<file path="src/rtl/seq_alu_param.sv">
// Parametrised sequential ALU. The opcode and operands arrive as DIN_W-bit
// beats on a valid/ready bus, and operands are assembled LSB beat first.
// Chaining lets the previous result become operand A. ADC and SBB consume
// the carry from the previous operation, so wide arithmetic can be built
// from a series of narrow operations.
module seq_alu_param #(
    parameter int WIDTH = 8,
    parameter int DIN_W = 4
) (
    input  logic             clk,
    input  logic             reset,
    input  logic [DIN_W-1:0] din,
    input  logic             din_valid,
    output logic             din_ready,
    input  logic             chain_in,
    output logic [WIDTH-1:0] result,
    output logic [3:0]       flags,
    output logic             result_valid
);

    localparam int BEATS = WIDTH / DIN_W;
    localparam int CNT_W = (BEATS > 1) ? $clog2(BEATS) : 1;
    localparam logic [CNT_W-1:0] LAST_BEAT = CNT_W'(BEATS - 1);
    localparam int MSB = WIDTH - 1;

    localparam logic [3:0] OP_ADD  = 4'h0;
    localparam logic [3:0] OP_SUB  = 4'h1;
    localparam logic [3:0] OP_AND  = 4'h2;
    localparam logic [3:0] OP_OR   = 4'h3;
    localparam logic [3:0] OP_XOR  = 4'h4;
    localparam logic [3:0] OP_NOT  = 4'h5;
    localparam logic [3:0] OP_NAND = 4'h6;
    localparam logic [3:0] OP_NOR  = 4'h7;
    localparam logic [3:0] OP_SHL  = 4'h8;
    localparam logic [3:0] OP_SHR  = 4'h9;
    localparam logic [3:0] OP_ASR  = 4'hA;
    localparam logic [3:0] OP_ADC  = 4'hB;
    localparam logic [3:0] OP_SBB  = 4'hC;
    localparam logic [3:0] OP_CMP  = 4'hD;
    localparam logic [3:0] OP_INC  = 4'hE;
    localparam logic [3:0] OP_DEC  = 4'hF;

    typedef enum logic [1:0] {
        GET_OP = 2'd0,
        GET_A  = 2'd1,
        GET_B  = 2'd2,
        EXEC   = 2'd3
    } state_t;

    state_t           state_q, state_d;
    logic [CNT_W-1:0] cnt_q, cnt_d;
    logic [3:0]       op_q, op_d;
    logic [WIDTH-1:0] a_q, a_d;
    logic [WIDTH-1:0] b_q, b_d;
    logic [WIDTH-1:0] result_q, result_d;
    logic [3:0]       flags_q, flags_d;
    logic             result_valid_q, result_valid_d;

    logic             accept;
    logic [WIDTH-1:0] opb;
    logic             cin;
    logic [WIDTH:0]   add_ext;
    logic [WIDTH:0]   sub_ext;
    logic             add_v;
    logic             sub_v;
    logic [WIDTH-1:0] alu_res;
    logic             alu_c;
    logic             alu_v;

    // Unary ops take no B operand.
    function automatic logic is_unary(input logic [3:0] o);
        return (o == OP_NOT) || (o == OP_SHL) || (o == OP_SHR) ||
               (o == OP_ASR) || (o == OP_INC) || (o == OP_DEC);
    endfunction

    // The bus is closed in the EXEC cycle and while reset is held.
    assign din_ready = (state_q != EXEC) && !reset;
    assign accept    = din_valid && din_ready;

    assign result       = result_q;
    assign flags        = flags_q;
    assign result_valid = result_valid_q;

    // Shared adder and subtractor. INC and DEC reuse them with a constant 1.
    // ADC and SBB feed in the carry latched by the previous EXEC.
    always_comb begin
        opb = b_q;
        cin = 1'b0;
        if (op_q == OP_INC || op_q == OP_DEC) begin
            opb = WIDTH'(1);
        end
        if (op_q == OP_ADC || op_q == OP_SBB) begin
            cin = flags_q[1];
        end
        add_ext = {1'b0, a_q} + {1'b0, opb} + {{WIDTH{1'b0}}, cin};
        sub_ext = {1'b0, a_q} - {1'b0, opb} - {{WIDTH{1'b0}}, cin};
        add_v   = (a_q[MSB] == opb[MSB]) && (add_ext[MSB] != a_q[MSB]);
        sub_v   = (a_q[MSB] != opb[MSB]) && (sub_ext[MSB] != a_q[MSB]);
    end

    // Select the result, the carry/borrow and the overflow for the latched opcode.
    always_comb begin
        alu_res = '0;
        alu_c   = 1'b0;
        alu_v   = 1'b0;
        case (op_q)
            OP_ADD, OP_ADC, OP_INC: begin
                alu_res = add_ext[WIDTH-1:0];
                alu_c   = add_ext[WIDTH];
                alu_v   = add_v;
            end
            OP_SUB, OP_SBB, OP_CMP, OP_DEC: begin
                alu_res = sub_ext[WIDTH-1:0];
                alu_c   = sub_ext[WIDTH];
                alu_v   = sub_v;
            end
            OP_AND:  alu_res = a_q & b_q;
            OP_OR:   alu_res = a_q | b_q;
            OP_XOR:  alu_res = a_q ^ b_q;
            OP_NOT:  alu_res = ~a_q;
            OP_NAND: alu_res = ~(a_q & b_q);
            OP_NOR:  alu_res = ~(a_q | b_q);
            OP_SHL: begin
                alu_res = {a_q[WIDTH-2:0], 1'b0};
                alu_c   = a_q[MSB];
            end
            OP_SHR: begin
                alu_res = {1'b0, a_q[WIDTH-1:1]};
                alu_c   = a_q[0];
            end
            OP_ASR: begin
                alu_res = {a_q[MSB], a_q[WIDTH-1:1]};
                alu_c   = a_q[0];
            end
            default: ;
        endcase
    end

    // Sequence through the opcode, A and B beats, then execute and write back.
    always_comb begin
        state_d        = state_q;
        cnt_d          = cnt_q;
        op_d           = op_q;
        a_d            = a_q;
        b_d            = b_q;
        result_d       = result_q;
        flags_d        = flags_q;
        result_valid_d = result_valid_q;
        case (state_q)
            GET_OP: begin
                if (accept) begin
                    op_d           = din[3:0];
                    result_valid_d = 1'b0;
                    cnt_d          = '0;
                    if (chain_in) begin
                        a_d     = result_q;
                        state_d = is_unary(din[3:0]) ? EXEC : GET_B;
                    end else begin
                        state_d = GET_A;
                    end
                end
            end
            GET_A: begin
                if (accept) begin
                    a_d[int'(cnt_q) * DIN_W +: DIN_W] = din;
                    if (cnt_q == LAST_BEAT) begin
                        cnt_d   = '0;
                        state_d = is_unary(op_q) ? EXEC : GET_B;
                    end else begin
                        cnt_d = cnt_q + 1'b1;
                    end
                end
            end
            GET_B: begin
                if (accept) begin
                    b_d[int'(cnt_q) * DIN_W +: DIN_W] = din;
                    if (cnt_q == LAST_BEAT) begin
                        cnt_d   = '0;
                        state_d = EXEC;
                    end else begin
                        cnt_d = cnt_q + 1'b1;
                    end
                end
            end
            default: begin
                // CMP updates the flags but leaves the result register untouched.
                if (op_q != OP_CMP) begin
                    result_d = alu_res;
                end
                flags_d        = {alu_res[MSB], (alu_res == '0), alu_c, alu_v};
                result_valid_d = 1'b1;
                state_d        = GET_OP;
            end
        endcase
    end

    // State register. An asynchronous reset aborts any partial operation at once.
    always_ff @(posedge clk or posedge reset) begin
        if (reset) begin
            state_q        <= GET_OP;
            cnt_q          <= '0;
            op_q           <= '0;
            a_q            <= '0;
            b_q            <= '0;
            result_q       <= '0;
            flags_q        <= '0;
            result_valid_q <= 1'b0;
        end else begin
            state_q        <= state_d;
            cnt_q          <= cnt_d;
            op_q           <= op_d;
            a_q            <= a_d;
            b_q            <= b_d;
            result_q       <= result_d;
            flags_q        <= flags_d;
            result_valid_q <= result_valid_d;
        end
    end

endmodule
</file>
<file path="config.mk">
export PLATFORM = sky130hd
export DESIGN_NAME = seq_alu_param
export DESIGN_NICKNAME = d
export VERILOG_FILES = /design/src/rtl/seq_alu_param.sv
export SDC_FILE = /design/constraint.sdc
export NUM_CORES = 1
export LEC_CHECK = 0
export CAP_MARGIN = 20
export CELL_PAD_IN_SITES_DETAIL_PLACEMENT = 0
export CELL_PAD_IN_SITES_GLOBAL_PLACEMENT = 1
export CORE_MARGIN = 8
export CORE_UTILIZATION = 45
export CTS_CLUSTER_SIZE = 10
export DETAILED_ROUTE_END_ITERATION = 8
export DONT_BUFFER_PORTS = 1
export GPL_TIMING_DRIVEN = 1
export PLACE_DENSITY_LB_ADDON = 0.1
export SLEW_MARGIN = 20
export SYNTH_ARGS = -nofsm -noshare
export SYNTH_HDL_FRONTEND = slang
export SYNTH_SLANG_ARGS = --single-unit
</file>
<file path="constraint.sdc">
create_clock -name clk -period 5.7 [get_ports clk]
set_clock_uncertainty 0.2 [all_clocks]
set_input_delay 1.14 -clock clk [delete_from_list [all_inputs] [get_ports clk]]
set_output_delay 1.14 -clock clk [all_outputs]
set_load 0.1 [all_outputs]
</file>
==> reports/qor.txt <==
Setup Fix Bufs, Post-CTS: 0
Core area: 8220 um^2
Area grow syn2layout: 4.14%
EDFF count, synth: 0
WL final: 11.1 mm
Slew margin rel.: 32.4%
Die Ht: 108 um
RePlAce Congestion: 0.862
Num CTS Buffers: 5
H-tree levels: 2
Initial antenna violation count: 0
CP Capture Type: flop
Clock Tree Buf Depth: 2
Total Nets Final: 506
Yosys warnings: 0
DRT iter0 DRCs: 201
RSZ-0062 raised after global routing: no
Leading post-synthesis cells by cell area: dfrtp_1 24%, ha_1 14%, a21oi_1 4.1%
FP Rows: 33
Via-to-Cell Ratio: 5.98
Clk slew on worst S/H paths: 0.08 ns
Crit-path max FO: 30
Worst-skew pair later-pin latency: 0.29 ns
Root buf cell: clkbuf_8
Synth Register Bits: 36
Vias in the first global route: 3280
Antenna viol nets, final: 0
Post-DR wirelength/cell: 19.8 um
Min-Delay Path Class: flop to flop
WS Path Type: flop to flop
DP HPWL: 8.56 mm
Clock tree from TritonCTS: built
GRT Overall Usage: 19.7%
Syn Inst Count: 464
Syn Area/Cell: 8.22 um^2
Period minus WS final: 4.31 ns
Top FF cell, synth: dfrtp_1
Die X: 108 um
Number of remaining DRC errors: 0
Post-synth cell types: 66
Met2 GRT Util: 31.5%
Yosys top cell area share: 23.6%
Tightest Pin Transition: 1.01 ns
# setup viols final: 0
# hold bufs at CTS: 0
Startpoint types: flop
Via count: 3339
Netlist Area Pre-Place: 3810 um^2
Pre-CTS WS: 1.47 ns
Net count after synthesis: 518
Status: completed
Final critical-path setup slack: 1.39 ns
Timing-limited maximum frequency: 0.232 GHz
Seq/Total Area, Yosys: 23.6%
Final total negative setup slack: 0 ns
Met1 usage: 26.4%
Final Hold Viols: 0
Worst endpoint required time: 5.70 ns
IO Port Bufs: 0
Top-Level Pins: 22
Largest net degree at the start of global routing: 39
Die area: 11700 um^2
Layout cells sized above 1: 6.84%
Final slew viol count: 0
Tcrit/Tclk final: 75.7%
Starting Density: 46.4%
First-pass GRT wire length: 18.0 mm
CTS sink cnt: 36
Area leader, netlist: dfrtp_1
Overflow after GRT: 0
Crit path DAT: 4.31 ns
Met3 Usage GRT: 2.91%
Ys async rst share: 100%
Post-CTS Resized: 0
Top Usage Layer GRT: met2
# diodes: 0
Max-cap violation count: 0
Drt pass-1 iters: 5
-- path summary, 6_finish.rpt --
path | start | to | slack (ns) | cells past startpoint
setup reg to reg | op_q[2] | flags[2] | 1.39 | 12
hold reg to reg | b_q[6] | b_q[6] | 0.37 | 1
min in group asynchronous | reset | result_valid | 0.64 | 2
hold / removal | b_q[6] | b_q[6] | 0.37 | 1
max in group asynchronous | reset | flags[2] | 4.34 | 2
setup / recovery | op_q[2] | flags[2] | 1.39 | 12
-- sequential cells by signal, summed over array words and instances, names as in the netlist --
register,count
b_q,8
flags,4
result,8
cnt_q,1
state_q,2
op_q,4
result_valid,1
a_q,8
-- kinds of logic after synthesis --
kind of cell             Yosys count  synth area share, %
AO/OA/AOI/OAI                    149                 27.2
XOR/XNOR                          14                 3.22
adder cells (fa/ha/maj)           48                 16.4
buffers and inverters             64                 7.32
flip-flops                        36                 23.6
multiplexers                      10                 2.86
AND/OR/NAND/NOR                  143                 19.4
-- stage by stage --
step	cell area, um^2	instances	hold slack (ns)	utilization, %
after floorplan	3810	464	0.289	-
after global placement	3860	550	0.362	47.0
after detailed placement	3860	550	0.363	47.0
after CTS	3970	558	0.378	48.3
after global routing	3970	558	0.416	48.3
final	3970	558	0.372	48.3
-- cell type report --
cell class,instances,area [um^2]
clock buffers,5,68.8
clock inverters,3,42.5
fillers,813,4250
inverters,39,146
multi-input cells,364,2640
flip-flops and latches,36,901
well taps,105,131
repair buffers,6,45.0
-- per-layer routing --
metal | share of wire [%] | vias to the layer above
li1 | - | 1640
met1 | 46 | 1586
met2 | 46 | 93
met3 | 5.7 | 20
met4 | 2.6 | 0
met5 | 0 | -
-- synth_stat cells, types with 3 or more instances --
| master | number |
|---|---|
| a31oi_1 | 9 |
| nand2b_1 | 19 |
| a21oi_1 | 31 |
| xnor2_1 | 11 |
| o21ai_1 | 3 |
| o21ai_0 | 28 |
| nand2_1 | 39 |
| clkbuf_1 | 9 |
| fa_1 | 4 |
| and3_1 | 3 |
| dfrtp_1 | 36 |
| ha_1 | 42 |
| buf_4 | 5 |
| nor3_1 | 5 |
| a211oi_1 | 4 |
| nor3b_1 | 4 |
| buf_2 | 10 |
| nor2b_1 | 18 |
| o21bai_1 | 5 |
| mux2i_1 | 3 |
| nand3_1 | 7 |
| a32oi_1 | 4 |
| a22oi_1 | 6 |
| a21o_1 | 6 |
| mux2_2 | 7 |
| xor2_1 | 3 |
| o22ai_1 | 9 |
| o211ai_1 | 8 |
| a311oi_1 | 5 |
| a41oi_1 | 3 |
| a221oi_1 | 3 |
| inv_1 | 38 |
| and2_1 | 10 |
| nor2_1 | 27 |
-- worst max-delay path: stages, from the launching register on --
cell       delay [ns]
dfrtp_1          0.99
nand2b_1         0.27
o22ai_1          0.24
and3_1           0.25
fa_1             0.47
ha_1             0.22
o21ai_0          0.26
nand2_1          0.11
xnor2_1          0.17
o2111ai_1        0.14
o41ai_1          0.41
nand4b_1         0.23
o31ai_2          0.26
-- cell usage in the layout (no fill, tap or decap), types with 6 or more instances in the layout --
cell,netlist,routed
a21o_1,6,6
a21oi_1,31,31
a22oi_1,6,6
a31oi_1,9,9
and2_1,10,10
buf_4,5,6
dfrtp_1,36,36
ha_1,42,42
inv_1,38,38
mux2_2,7,7
nand2_1,39,39
nand2b_1,19,19
nand3_1,7,7
nor2_1,27,26
nor2b_1,18,18
o211ai_1,8,8
o21ai_0,28,28
o22ai_1,9,9
xnor2_1,11,11
Power is not shown: default switching activity piles up to over one toggle a cycle in this logic, so the estimate is an artifact.
